$ cat src/rtl/sseg_tdm_scan.sv
// Time-multiplexed seven-segment scanner: N_DIGITS hex digits with decimal points,
// leading-zero blanking, floating minus sign, PWM brightness and per-frame input snapshot.
module sseg_tdm_scan #(
    parameter int N_DIGITS      = 4,
    parameter int SCAN_DIV_LOG2 = 15,
    parameter int BRIGHT_W      = 4
) (
    input  logic                  clock,
    input  logic                  reset,
    input  logic                  en,
    input  logic [4*N_DIGITS-1:0] data,
    input  logic [N_DIGITS-1:0]   dp_in,
    input  logic                  sign,
    input  logic                  blank_lz,
    input  logic [BRIGHT_W-1:0]   bright,
    output logic [6:0]            seg,
    output logic                  dp,
    output logic [N_DIGITS-1:0]   an,
    output logic                  frame_start
);

    localparam int DW = (N_DIGITS > 1) ? $clog2(N_DIGITS) : 1;
    localparam logic [DW-1:0] LAST = DW'(N_DIGITS - 1);

    logic [SCAN_DIV_LOG2-1:0] pres_q, pres_d;
    logic [DW-1:0]            dig_q, dig_d;
    logic                     tick, snap;

    logic [4*N_DIGITS-1:0]    data_q;
    logic [N_DIGITS-1:0]      dps_q;
    logic                     sign_q, blz_q;
    logic [BRIGHT_W-1:0]      bright_q;

    logic [6:0]               seg_q, seg_d;
    logic                     dpo_q, dpo_d;
    logic [N_DIGITS-1:0]      an_q, an_d;

    logic [DW-1:0]            msd, minus_pos;
    logic [3:0]               nib;
    logic [6:0]               glyph;
    logic                     blank, lit, on, dp_sel;

    always_comb begin
        tick   = en & (&pres_q);
        snap   = tick & (dig_q == LAST);
        pres_d = en ? pres_q + SCAN_DIV_LOG2'(1) : pres_q;
        dig_d  = dig_q;
        // explicit wrap keeps non-power-of-two digit counts in range
        if (tick) begin
            dig_d = (dig_q == LAST) ? '0 : dig_q + DW'(1);
        end
    end

    always_comb begin
        msd    = '0;
        nib    = '0;
        dp_sel = 1'b0;
        for (int unsigned k = 0; k < N_DIGITS; k++) begin
            if (data_q[4*k +: 4] != 4'h0) msd = DW'(k);
            if (dig_q == DW'(k)) begin
                nib    = data_q[4*k +: 4];
                dp_sel = dps_q[k];
            end
        end

        minus_pos = LAST;
        if (blz_q && (msd != LAST)) minus_pos = msd + DW'(1);
        blank = blz_q && (dig_q > msd);

        case (nib)
            4'h0: glyph = 7'h40;
            4'h1: glyph = 7'h79;
            4'h2: glyph = 7'h24;
            4'h3: glyph = 7'h30;
            4'h4: glyph = 7'h19;
            4'h5: glyph = 7'h12;
            4'h6: glyph = 7'h02;
            4'h7: glyph = 7'h78;
            4'h8: glyph = 7'h00;
            4'h9: glyph = 7'h10;
            4'hA: glyph = 7'h08;
            4'hB: glyph = 7'h03;
            4'hC: glyph = 7'h46;
            4'hD: glyph = 7'h21;
            4'hE: glyph = 7'h06;
            default: glyph = 7'h0E;
        endcase

        if (sign_q && (dig_q == minus_pos)) seg_d = 7'b0111111;
        else if (blank)                     seg_d = 7'h7F;
        else                                seg_d = glyph;

        // the upper prescaler bits form the PWM ramp within each slot
        lit = (&bright_q) | (pres_q[SCAN_DIV_LOG2-1 -: BRIGHT_W] < bright_q);
        on  = en & lit;
        for (int unsigned k = 0; k < N_DIGITS; k++) begin
            an_d[k] = ~(on & (dig_q == DW'(k)));
        end
        dpo_d = ~(dp_sel & on);
    end

    always_ff @(posedge clock or negedge reset) begin
        if (!reset) begin
            pres_q   <= '0;
            dig_q    <= '0;
            data_q   <= '0;
            dps_q    <= '0;
            sign_q   <= 1'b0;
            blz_q    <= 1'b0;
            bright_q <= '0;
            seg_q    <= 7'h7F;
            dpo_q    <= 1'b1;
            an_q     <= '1;
        end else begin
            pres_q <= pres_d;
            dig_q  <= dig_d;
            if (snap) begin
                data_q   <= data;
                dps_q    <= dp_in;
                sign_q   <= sign;
                blz_q    <= blank_lz;
                bright_q <= bright;
            end
            seg_q <= seg_d;
            dpo_q <= dpo_d;
            an_q  <= an_d;
        end
    end

    assign seg         = seg_q;
    assign dp          = dpo_q;
    assign an          = an_q;
    assign frame_start = snap;

endmodule

$ cat config.mk
export PLATFORM = sky130hd
export DESIGN_NAME = sseg_tdm_scan
export DESIGN_NICKNAME = d
export VERILOG_FILES = /design/src/rtl/sseg_tdm_scan.sv
export SDC_FILE = /design/constraint.sdc
export NUM_CORES = 1
export LEC_CHECK = 0
export CORE_MARGIN = 8
export CORE_UTILIZATION = 30
export CTS_CLUSTER_SIZE = 25
export DETAILED_ROUTE_END_ITERATION = 12
export PLACE_DENSITY = 0.61
export SLEW_MARGIN = 10
export SYNTH_ARGS = -nofsm -noshare
export SYNTH_HDL_FRONTEND = slang
export SYNTH_SLANG_ARGS = --single-unit
export TNS_END_PERCENT = 10
$ cat constraint.sdc
create_clock -name clock -period 2.4 [get_ports clock]
set_input_delay 0.36 -clock clock [delete_from_list [all_inputs] [get_ports clock]]
set_output_delay 0.36 -clock clock [all_outputs]
set_load 0.01 [all_outputs]
* After elaboration in Yosys (flattened, before gate mapping)
Memory sizes are Yosys's and may differ from the RTL's.
Index checks and enable logic that the tools add are counted.
** Word-level totals
- Bits of input ports :: 29
- Flip-flop bits (word level) :: 55
- ROM bits :: 112
- Memories kept :: 1
- Logic and storage cells :: 59
- Output and inout port bits :: 13
** Memories
- (no name shown) :: words 16, width 7, rd ports 1, clocked after Yosys merged registers in 0, write ports 0, line 70 : case (nib)
** Operators by class
- Magnitude comparators :: 2
- Equality and inequality tests :: 5
- Reductions and logical operators :: 9
- Bitwise logic cells :: 14
- Add/sub/neg operators :: 3
- Multiplexer cells :: 15
** Operators with widths (number)
- two-way mux 4 bit :: 4
- adder 15 x 1 -> 15 bit (second input constant) :: 1
- AND reduction 15 bit :: 1
- two-way mux 7 bit :: 2
- nonzero test 4 bit :: 3
- AND 1 bit :: 8
- two-way mux 2 bit :: 4
- two-way mux 1 bit :: 5
- inverter 1 bit :: 5
- adder 2 x 1 -> 2 bit (second input constant) :: 2
- == test 2 bit (second input constant) :: 2
- less-than comparator 4 bit :: 1
- AND reduction 4 bit :: 1
- logical AND 1 bit :: 3
- == test 2 x 1 -> 1 bit (second input constant) :: 1
- == test 2 bit :: 1
- greater-than comparator 2 bit :: 1
- zero test 2 bit :: 1
- != test 2 bit (second input constant) :: 1
- bitwise OR 1 bit :: 1

* Longest topological paths before layout
- Depth after elaboration :: 10
- Depth in mapped cells :: 10
- Gate-level depth less buffers :: 9

* Worst setup path after synthesis
OpenSTA, ideal clock, no wires.
- Path kind :: reg-to-reg
- Start point :: register dig_q[1]
- End point :: register seg_q[0] (netlist: seg[0])
- Stages on the path, launching flop included :: 10
- Library setup time :: 0.092 ns
- Path buffers :: 1
- Period minus slack after synthesis :: 2.127 ns
- Data required time :: 2.308 ns
- Arrival :: 2.035 ns
- Path slack :: 0.273 ns
- Cell sequence :: dfrtp_1 inv_1 ha_1 buf_2 nand3b_1 a221o_1 ha_1 or3_1 o21ai_0 o21ai_0
** On the way
- Longest elaborated chain between the ends :: 8
- Elaborated cells on any way between the ends :: 15
- Classes of those cells :: 1 x order compare; 4 x eq/ne; 6 x mux; 3 x reduce/logical; 1 x memory
** Ends and longest elaborated chain
- start: declaration :: line 26 : logic [DW-1:0] dig_q, dig_d;
- start signal: assignment :: line 116 : dig_q <= dig_d;
- zero test 2 bit :: line 60 : if (dig_q == DW'(k)) begin
- two-way mux 4 bit (4 in series) :: line 60
- memory (16 x 7 bit)
- two-way mux 7 bit :: line 90 : else if (blank) seg_d = 7'h7F;
- two-way mux 7 bit * :: line 89 : if (sign_q && (dig_q == minus_pos)) seg_d = 7'b0111111;
- named net seg_d[0] :: line 34 : logic [6:0] seg_q, seg_d;
- end signal: assignment :: line 124 : seg_q <= seg_d;
- end: declaration :: line 34
The timed path passes the listed nets; every way through them passes the cells marked *.
A chain may end at the register's enable or synchronous reset.

* Worst setup path in the final report
- Start point :: register dig_q[0]
- End point :: register seg_q[6] (netlist: seg[6])
The elaborated chain is that of the path after synthesis.

==> flow_summary.ini <==
[grt]
grt_max_degree = 28
grt_usage_pct = 9.938
first_global_vias = 2083
gr-total-overflow = 0
antenna_found_initial = 0
grt_pass1_wl_um = 10380

[routing]
viasPerCell = 4.645
firstDrtPassIters = 4
first_iter_violations = 65
ant_nets = 0
drc = 0
routed_wl_um = 6146
num_vias = 2016
wire_per_inst_um = 14.16

[finish]
final_area_mm2 = 0.003633
area_growth_pct = 27.59
drive_above_1_share_pct = 22.62
antennaDiodeCount = 0
layout_common_cells = 42 x dfrtp_1, 39 x clkdlybuf4s50_1, 20 x nand2_1
final_cells = 434
fin_util_pct = 39.32
nNetsFinal = 349
final_common_cell = dfrtp_1

[worst_setup_path]
cp_max_fo = 8
worst_ep_required_time_ns = 2.65
worstPathBufferInverterCount = 2
cpMostUsedCell = inv_1
crit_path_end_kind = flop
max_stage_delay_ns = 0.48
worstSetupStartpointType = flop
critical_path.top_delay_family = compound AO/OA/AOI/OAI gates
worstPathCellList = inv_1 -> ha_2 -> nor3b_1 -> a221o_1 -> inv_1 -> ha_1 -> o21bai_1 -> a21oi_1 -> o21a_1
crit_path_top_delay_cell = dfrtp_2
cp.arrival_ns = 2.56
path_class = reg -> reg
r2r_setup_slack_ns = 0.09

[logic_synthesis]
syn_nets = 293
syn_area_mm2 = 0.002848
ys_warn_count = 0
yosys_most_used_dff = dfrtp_1
synth.distinct_cells = 45
async_reset_ff_share_pct = 100.0
avgSynthCellArea_um2 = 11.48
synth_edf_count = 0
ys_ff_latch = 55
synth_seq_area_share_pct = 48.86
synth_cells = 248

[place]
placed_area_mm2 = 0.003473
dp.cells = 424
hpwl_um = 4812
dp_slack_ns = 0.01359
io_buffers = 41
globalplace.congestion = 0.8059

[pwr]
p_per_area_mw_per_mm2 = 507.4
total_power_mw = 1.844
p_leak_nw = 1.599
ir_worst_vdd_v = 0.0003340

[timing]
relSlewSlack_pct = 62.47
slew_violations = 0
fin_crit_ns = 2.310
rsz0062_at_grt = yes
fmax_ghz = 0.4329
finalSetupTns_ns = 0
hold_viol_final = 0
finalCritPeriodShare_pct = 96.24
final.setup.worst_slack_ns = 0.09023
hold_ws_ns = 0.4421
setup_viol = 0
finalClockSkew_ns = 0.007178
tightest_slew_ns = 0.5578

[cts]
numCtsBuffers = 5
clock_latency_ns = 0.31
cts_sinks = 55
root_buffer = clkbuf_8
path_clk_slew_ns = 0.10
cts_htree_levels = 2
cts_tree = built
clockBufferDepth = 2

[die]
die_w_um = 113.4
dieArea_mm2 = 0.01287
initial_core_util_pct = 30.82
coreArea_mm2 = 0.009240
die_h_um = 113.4
rows = 35
io_pins = 42

[job]
cap_violations = 0

[min_path]
hold_class = in -> async

[status]
outcome = completed
==> final timing paths <==
| kind | startpoint | endpoint | cells past startpoint |
|---|---|---|---|
| worst max-delay path | dig_q[0] | seg[6] | 9 |
| worst max register to register | dig_q[0] | seg[6] | 9 |
| min in group clock | pres_q[4] | pres_q[4] | 1 |
| worst min-delay path | reset | data_q[15] | 2 |
| worst min register to register | pres_q[4] | pres_q[4] | 1 |
| max in group asynchronous | reset | pres_q[13] | 3 |
==> cells in the mapped netlist (all sizes together) (5+ instances only) <==
master | number | share of area [%]
nand2 | 20 | 2.6
ha | 16 | 7.0
a21oi | 5 | 0.88
buf | 9 | 2.9
nor2 | 5 | 0.66
dfstp | 12 | 11
dfrtp | 43 | 38
nand3 | 11 | 1.9
xnor2 | 11 | 3.4
inv | 10 | 1.3
and4 | 5 | 1.8
o211ai | 7 | 1.8
nand3b | 7 | 1.8
mux2 | 21 | 9.6
o21ai | 13 | 2.3
==> layout make-up <==
class	count	area, µm²
clock buffer	5	68.82
clock inverter	3	46.29
fill	912	5607
inverter	10	37.54
multi-input combinational	170	1350
sequential	55	1393
tap	129	161.4
timing repair buffer	62	576.8
==> cells by family after synthesis <==
kind of cell	after synthesis	share of synthesized area, %
buf+inv	23	4.701
mux	22	9.974
xor+xnor	14	4.306
flops	55	48.86
simple gates	74	14.72
fa+ha+maj	16	7.030
compound gates	44	10.41
==> sequential cells by signal (all words and copies together), names as in the netlist <==
register	flops
an	4
blz_q	1
bright_q	4
data_q	16
dig_q	2
dp	1
dps_q	4
pres_q	15
seg	7
sign_q	1
==> what timing repair did <==
item                       CTS  global route
setup endpoints to repair    2             6
hold endpoints to repair     9             0
gates resized for setup      4             5
hold buffers                 1             0
setup buffers                1             0
==> layer usage <==
layer  global-route usage [%]  vias to the layer above  wire length [µm]
met3                    2.588                        6               225
met2                    15.40                       32              2791
met5                        0                        -                 0
li1                         -                      999                 -
met1                    13.30                      979              3066
met4                    2.931                        0                63
==> where the power goes <==
group / total, mW / internal, mW / leakage [nW] / switching (mW)
registers: 1.03 / 0.984 / 0.672 / 0.0498
clock network: 0.631 / 0.315 / 0.0548 / 0.316
logic: 0.179 / 0.108 / 0.872 / 0.0702
Power figures use the tool's default switching activity.
